[src/rtl/adder_cla_32bit.sv]
// 32-bit adder with carry-in/carry-out, two-level carry lookahead, registered result.
// Vectors are big-endian: index 0 is the MSB, index 31 the LSB; carries flow 31 -> 0.
module adder_cla_32bit (
   input  logic        clk,
   input  logic        rst,
   input  logic [0:31] a,
   input  logic [0:31] b,
   input  logic        inC,
   output logic [0:31] s,
   output logic        outC
);

   localparam int unsigned WIDTH   = 32;
   localparam int unsigned GRP_W   = 4;
   localparam int unsigned NUM_GRP = WIDTH / GRP_W;

   logic [0:WIDTH-1]   g;
   logic [0:WIDTH-1]   p;
   logic [0:WIDTH-1]   c;
   logic [0:WIDTH-1]   sum_c;
   // Group terms use little-endian group numbering: group 0 covers bits 28-31.
   logic [NUM_GRP-1:0] grp_g;
   logic [NUM_GRP-1:0] grp_p;
   logic [NUM_GRP:0]   grp_c;
   logic               prod;
   logic               acc;

   // Per-bit generate and propagate.
   assign g = a & b;
   assign p = a ^ b;

   // First level: eight 4-bit lookahead groups, internal carries from group carry-in.
   for (genvar q = 0; q < NUM_GRP; q++) begin : g_grp
      localparam int unsigned B0 = WIDTH - 1 - GRP_W * q;
      localparam int unsigned B1 = B0 - 1;
      localparam int unsigned B2 = B0 - 2;
      localparam int unsigned B3 = B0 - 3;

      logic ci;
      assign ci = grp_c[q];

      assign c[B0] = ci;
      assign c[B1] = g[B0] | (p[B0] & ci);
      assign c[B2] = g[B1] | (p[B1] & g[B0]) | (p[B1] & p[B0] & ci);
      assign c[B3] = g[B2] | (p[B2] & g[B1]) | (p[B2] & p[B1] & g[B0])
                   | (p[B2] & p[B1] & p[B0] & ci);

      assign grp_g[q] = g[B3] | (p[B3] & g[B2]) | (p[B3] & p[B2] & g[B1])
                      | (p[B3] & p[B2] & p[B1] & g[B0]);
      assign grp_p[q] = p[B3] & p[B2] & p[B1] & p[B0];
   end

   // Second level: every group carry-in (and the final carry-out) as a flat sum of
   // products of inC and the group G/P terms, so no carry ripples between groups.
   always_comb begin
      grp_c    = '0;
      prod     = 1'b0;
      acc      = 1'b0;
      grp_c[0] = inC;
      for (int q = 1; q <= int'(NUM_GRP); q++) begin
         acc = 1'b0;
         for (int m = -1; m < q; m++) begin
            prod = (m < 0) ? inC : grp_g[3'(m)];
            for (int n = m + 1; n < q; n++) begin
               prod = prod & grp_p[3'(n)];
            end
            acc = acc | prod;
         end
         grp_c[4'(q)] = acc;
      end
   end

   // Per-bit sum.
   assign sum_c = p ^ c;

   // Output register; reset clears the result asynchronously.
   always_ff @(posedge clk or posedge rst) begin
      if (rst) begin
         s    <= '0;
         outC <= 1'b0;
      end else begin
         s    <= sum_c;
         outC <= grp_c[NUM_GRP];
      end
   end

endmodule

[config.mk]
export PLATFORM = sky130hd
export DESIGN_NAME = adder_cla_32bit
export DESIGN_NICKNAME = d
export VERILOG_FILES = /design/src/rtl/adder_cla_32bit.sv
export SDC_FILE = /design/constraint.sdc
export NUM_CORES = 1
export LEC_CHECK = 0
export ABC_AREA = 1
export CAP_MARGIN = 20
export CORE_MARGIN = 2
export CORE_UTILIZATION = 40
export CTS_CLUSTER_DIAMETER = 150
export DETAILED_ROUTE_END_ITERATION = 12
export PLACE_DENSITY = 0.81
export SKIP_LAST_GASP = 1
export SYNTH_ARGS = -nofsm -noshare
export SYNTH_HDL_FRONTEND = slang
export SYNTH_SLANG_ARGS = --single-unit
[constraint.sdc]
create_clock -name clk -period 0.97 [get_ports clk]
set_clock_uncertainty 0.2 [all_clocks]
set_input_delay 0.097 -clock clk [delete_from_list [all_inputs] [get_ports clk]]
set_output_delay 0.097 -clock clk [all_outputs]
set_load 0.02 [all_outputs]
# Word level (Yosys, flattened, before mapping)
# Index checks and enable logic that the tools add are counted.
[word_totals] out_inout_bits=33 register_bits=32 input_bits=67 wordCells=156
[classes] bitwise=155
[op_table] operator="1-bit AND" count=91
[op_table] operator="32-bit bitwise XOR" count=2
[op_table] operator="1-bit OR" count=61
[op_table] operator="31-bit AND" count=1

# Depth between registers and ports, before layout
[depth] ltp_word=15 ltp_mapped=11 ltp_nobuf=11

# Worst setup path after synthesis
# OpenSTA, ideal clock, no wires.
[synth_path] path_kind="input to register" start="input a[28] in the netlist's numbering" end="register s[22] in the netlist's numbering" arrival_time_ps=1633 stages=7 setup_time_ps=127 path_buffers=0 setup_slack_ps=-991 required_ps=643 cell_sequence="ha_1 a21oi_2 nand3_1 or2_4 a21o_4 fa_1 xor2_1"
[synth_between] elab_chain_cells=11 word_cells_on_any_way=19 classes_between="19 x bitwise"
[synth_rtl] element="from (decl)" line_no="6" text="input logic [0:31] a,"
[synth_rtl] element="32-bit bitwise XOR" line_no="30" text="assign p = a ^ b;"
[synth_rtl] element="1-bit AND, on equally long branches" line_no="48, 49, 50"
[synth_rtl] element="1-bit AND (tied with other cells)" line_no="49, 50"
[synth_rtl] element="1-bit AND (tied with other cells)" line_no="50" text="assign grp_p[q] = p[B3] & p[B2] & p[B1] & p[B0];"
[synth_rtl] element="1-bit AND / 1-bit OR (equally long branches)"
[synth_rtl] element="1-bit AND, on equally long branches"
[synth_rtl] element="1-bit OR (*) (2 in series)" line_no="67" text="acc = acc | prod;"
[synth_rtl] element="1-bit AND (*)" line_no="43" text="assign c[B1] = g[B0] | (p[B0] & ci);"
[synth_rtl] element="1-bit OR (*)" line_no="43"
[synth_rtl] element="32-bit bitwise XOR (*)" line_no="74" text="assign sum_c = p ^ c;"
[synth_rtl] element="net sum_c (one bit)" line_no="20" text="logic [0:WIDTH-1] sum_c;"
[synth_rtl] element="to (signal assigned)" line_no="82" text="s <= sum_c;"
[synth_rtl] element="to (decl)" line_no="9" text="output logic [0:31] s,"
# Mark *: on every way through the listed nets, which the timed path passes. The rest lies on a longest branch.

# Worst setup path after layout
[layout_path] start="input a[28] in the netlist's numbering" end="register s[18] in the netlist's numbering"
[layout_between] elab_chain_cells=13 word_cells_on_any_way=22 classes_between="22 x bitwise"
[layout_rtl] element="32-bit bitwise XOR" line_no="30"
[layout_rtl] element="1-bit AND, on equally long branches" line_no="48, 49, 50"
[layout_rtl] element="1-bit AND (tied with other cells)" line_no="49, 50"
[layout_rtl] element="1-bit AND (tied with other cells)" line_no="50"
[layout_rtl] element="1-bit AND / 1-bit OR (equally long branches)"
[layout_rtl] element="1-bit AND, on equally long branches"
[layout_rtl] element="1-bit AND"
[layout_rtl] element="1-bit OR (*) (3 in series)" line_no="67"
[layout_rtl] element="1-bit AND (*)" line_no="43"
[layout_rtl] element="1-bit OR (*)" line_no="43"
[layout_rtl] element="32-bit bitwise XOR (*)" line_no="74"
[layout_rtl] element="net sum_c (one bit)" line_no="20"
# Marked as above.

==> out/qor.csv <==
stage,metric,value,unit
global_routing,antenna_found_initial,0,
clock_tree,cts_max_level,2,
finish,largest_register_ffs,29,
timing,finalSetupTns,-12.84,ns
power_and_ir_drop,p_total,5.35,mW
timing,drv_slew,0,
clock_tree,clk_pin_slew,0.07,ns
floorplanning,dieArea,5450,um2
finish,fillCellCount,261,
place,portBuffers,95,
global_routing,grt_first_pass_wirelength,9.76,mm
clock_tree,cts-buffers-inserted,5,
critical_path,cp_data_arrival_time,1.62,ns
global_routing,grtUsageMet1,24.6,%
global_routing,use_met2,46.0,%
critical_path,crit_type,in -> reg,
critical_path,startpoint_type,input port,
finish,final_common_cell,buf_4,
drt,drt_iter0_drc,42,
finish,top_regs,s (29),
floorplanning,start_util,41.3,%
drt,wl,6.31,mm
global_routing,grt-ovfl-total,0,
floorplanning,die_h,73.9,um
clock_tree,cts_buffer_depth,2,
drt,route.detailed.drc,0,
synthesis,synth_area,1950,um2
synthesis,synthCells,202,
power_and_ir_drop,vdd_drop_max,0.908,mV
power_and_ir_drop,power_leakage,1.86,nW
finish,syn_to_final_growth,97.9,%
clock_tree,tritoncts,built,
run,maxCapViolCount,0,
synthesis,synth_cell_types,23,
synthesis,syn_avg_cell_area,9.66,um2
floorplanning,rows,25,
place,place.gp.congestion,0.794,
synthesis,ys.warnings.count,0,
timing,final.setup.worst_slack,-0.679,ns
timing,rsz0062_at_grt,true,
critical_path,critical_path.max_fanout,5,
floorplanning,ios,100,
floorplanning,die_x,73.9,um
finish,final_cell_mix,"buf_4, buf_6, dfrtp_1",
global_routing,grt_pass1_vias,2101,
global_routing,gr-usage-met3,6.04,%
run_status,violations,"hold timing, setup timing",
hold_path,hp-class,in -> async,
synthesis,ys_seq_area_share,37.2,%
global_routing,track_usage,24.1,%
timing,period_needed,1.65,ns
finish,drive_gt1_share,60.6,%
global_routing,grt_busiest_layer,met2,
place,hpwl,4.36,mm
finish,diodes,0,
power_and_ir_drop,powerDensity,1380,nW/um2
drt,drt.antenna.violating_nets,0,
critical_path,crit_chain,"buf_8, ha_4, a21oi_4, nand3_2, buf_6, nand3_4, nand4_4, buf_4, fa_2, xor2_1",
drt,num_vias,1973,
drt,wl_per_cell,15.0,um
timing,hold_slack,-0.0116,ns
drt,firstDrtPassIters,4,
critical_path,end_kind,flip-flop,
drt,viasPerCell,4.70,
place,place_ws,-1.43,ns
synthesis,ys_ff_latch,29,
finish,regMostFlops,s,
global_routing,grt_max_degree,30,
critical_path,critPathRequiredTime,0.94,ns
clock_tree,clock_sinks,29,
timing,setup-violations-final,47,
critical_path,crit_path_top_delay_cell,fa_2,
finish,fin_nets,452,
clock_tree,cts-root-buf,clkbuf_8,
finish,final_util,81.8,%
floorplanning,core,4720,um2
timing,timing.fmax,0.606,GHz
critical_path,slowest_delay,0.33,ns
run_status,status,"complete, but fails checks",
timing,hold_viol,24,
timing,finalCritPeriodShare,170,%
critical path: cells and delay by family:
family	cells	cell delay (ns)
simple gates	3	0.26
xor+xnor	1	0.16
buf+inv	3	0.40
fa+ha+maj	2	0.58
compound gates	1	0.12
timing repair:
action | 4_1_cts | 5_1_grt
pin swaps | 59 | 37
gates resized for setup | 371 | 39
gates cloned | 0 | 0
buffers inserted | 12 | 4
endpoints found under the setup margin | 58 | 53
endpoints found under the hold margin | 29 | 1
final cells by class:
| cell class | instances | area [um2] | share of cell area [%] |
|---|---|---|---|
| Clock buffer | 7 | 86.3 | 2.24 |
| Clock inverter | 1 | 30.0 | 0.777 |
| Inverter | 27 | 126 | 3.27 |
| Multi-Input combinational cell | 145 | 1610 | 41.6 |
| Sequential cell | 29 | 726 | 18.8 |
| Tap cell | 67 | 83.8 | 2.17 |
| Timing Repair Buffer | 144 | 1200 | 31.2 |
stage by stage:
stage,hold slack (ns),instance area (um2),std cells
detailed placement,0.301,3470,397
floorplan,-0.0249,2200,205
finish,-0.0116,3860,420
global route,0.00361,3860,420
global placement,0.252,3470,397
CTS,-0.00885,3860,416
kinds of logic after synthesis:
group / synth area share [%]
buffers and inverters: 6.73
other: 0.192
adder cells (fa/ha/maj): 24.2
AO/OA/AOI/OAI: 6.22
AND/OR/NAND/NOR: 16.0
flip-flops: 37.2
XOR/XNOR: 9.42
final timing paths:
path,from,to,slack [ns],cells after the start
setup / recovery,a[28],s[18]$_DFF_PP0_,-0.68,10
hold / removal,rst,s[0]$_DFF_PP0_,-0.01,3
max in group asynchronous,rst,s[5]$_DFF_PP0_,0.41,3
min in group clk,b[27],s[27]$_DFF_PP0_,0,2
synthesized netlist by cell type:
library cell  number  area share (%)
dfrtp_1           29              37
nand2_1           28             5.4
inv_1             27             5.2
ha_1              25              16
nand3_1           15             3.8
xor2_1            15             6.7
a21oi_1           12             3.1
nor2_1            10             1.9
fa_1               8             8.2
xnor2_1            6             2.7
nand2_2            5             1.6
buf_4              4             1.5
nand4_1            4             1.3
o21ai_0            3            0.77
a211oi_1           2            0.77
nor2_2             2            0.64
a21o_4             1            0.77
a21oi_2            1            0.45
conb_1             1            0.19
nand4_2            1            0.64
nor3_1             1            0.26
o21bai_1           1            0.38
or2_4              1            0.45
power breakdown:
| group | internal, mW | switching (mW) |
|---|---|---|
| registers | 1.45 | 0.115 |
| clock network | 0.837 | 0.491 |
| logic | 1.29 | 1.17 |
layer usage:
layer	routed length [um]	vias to the layer above	share of wire, %
met5	0	-	0
met4	157	0	2.5
met3	447	16	7.1
met2	3480	79	55
met1	2220	927	35
li1	-	951	-
Power figures use the tool's default switching activity.
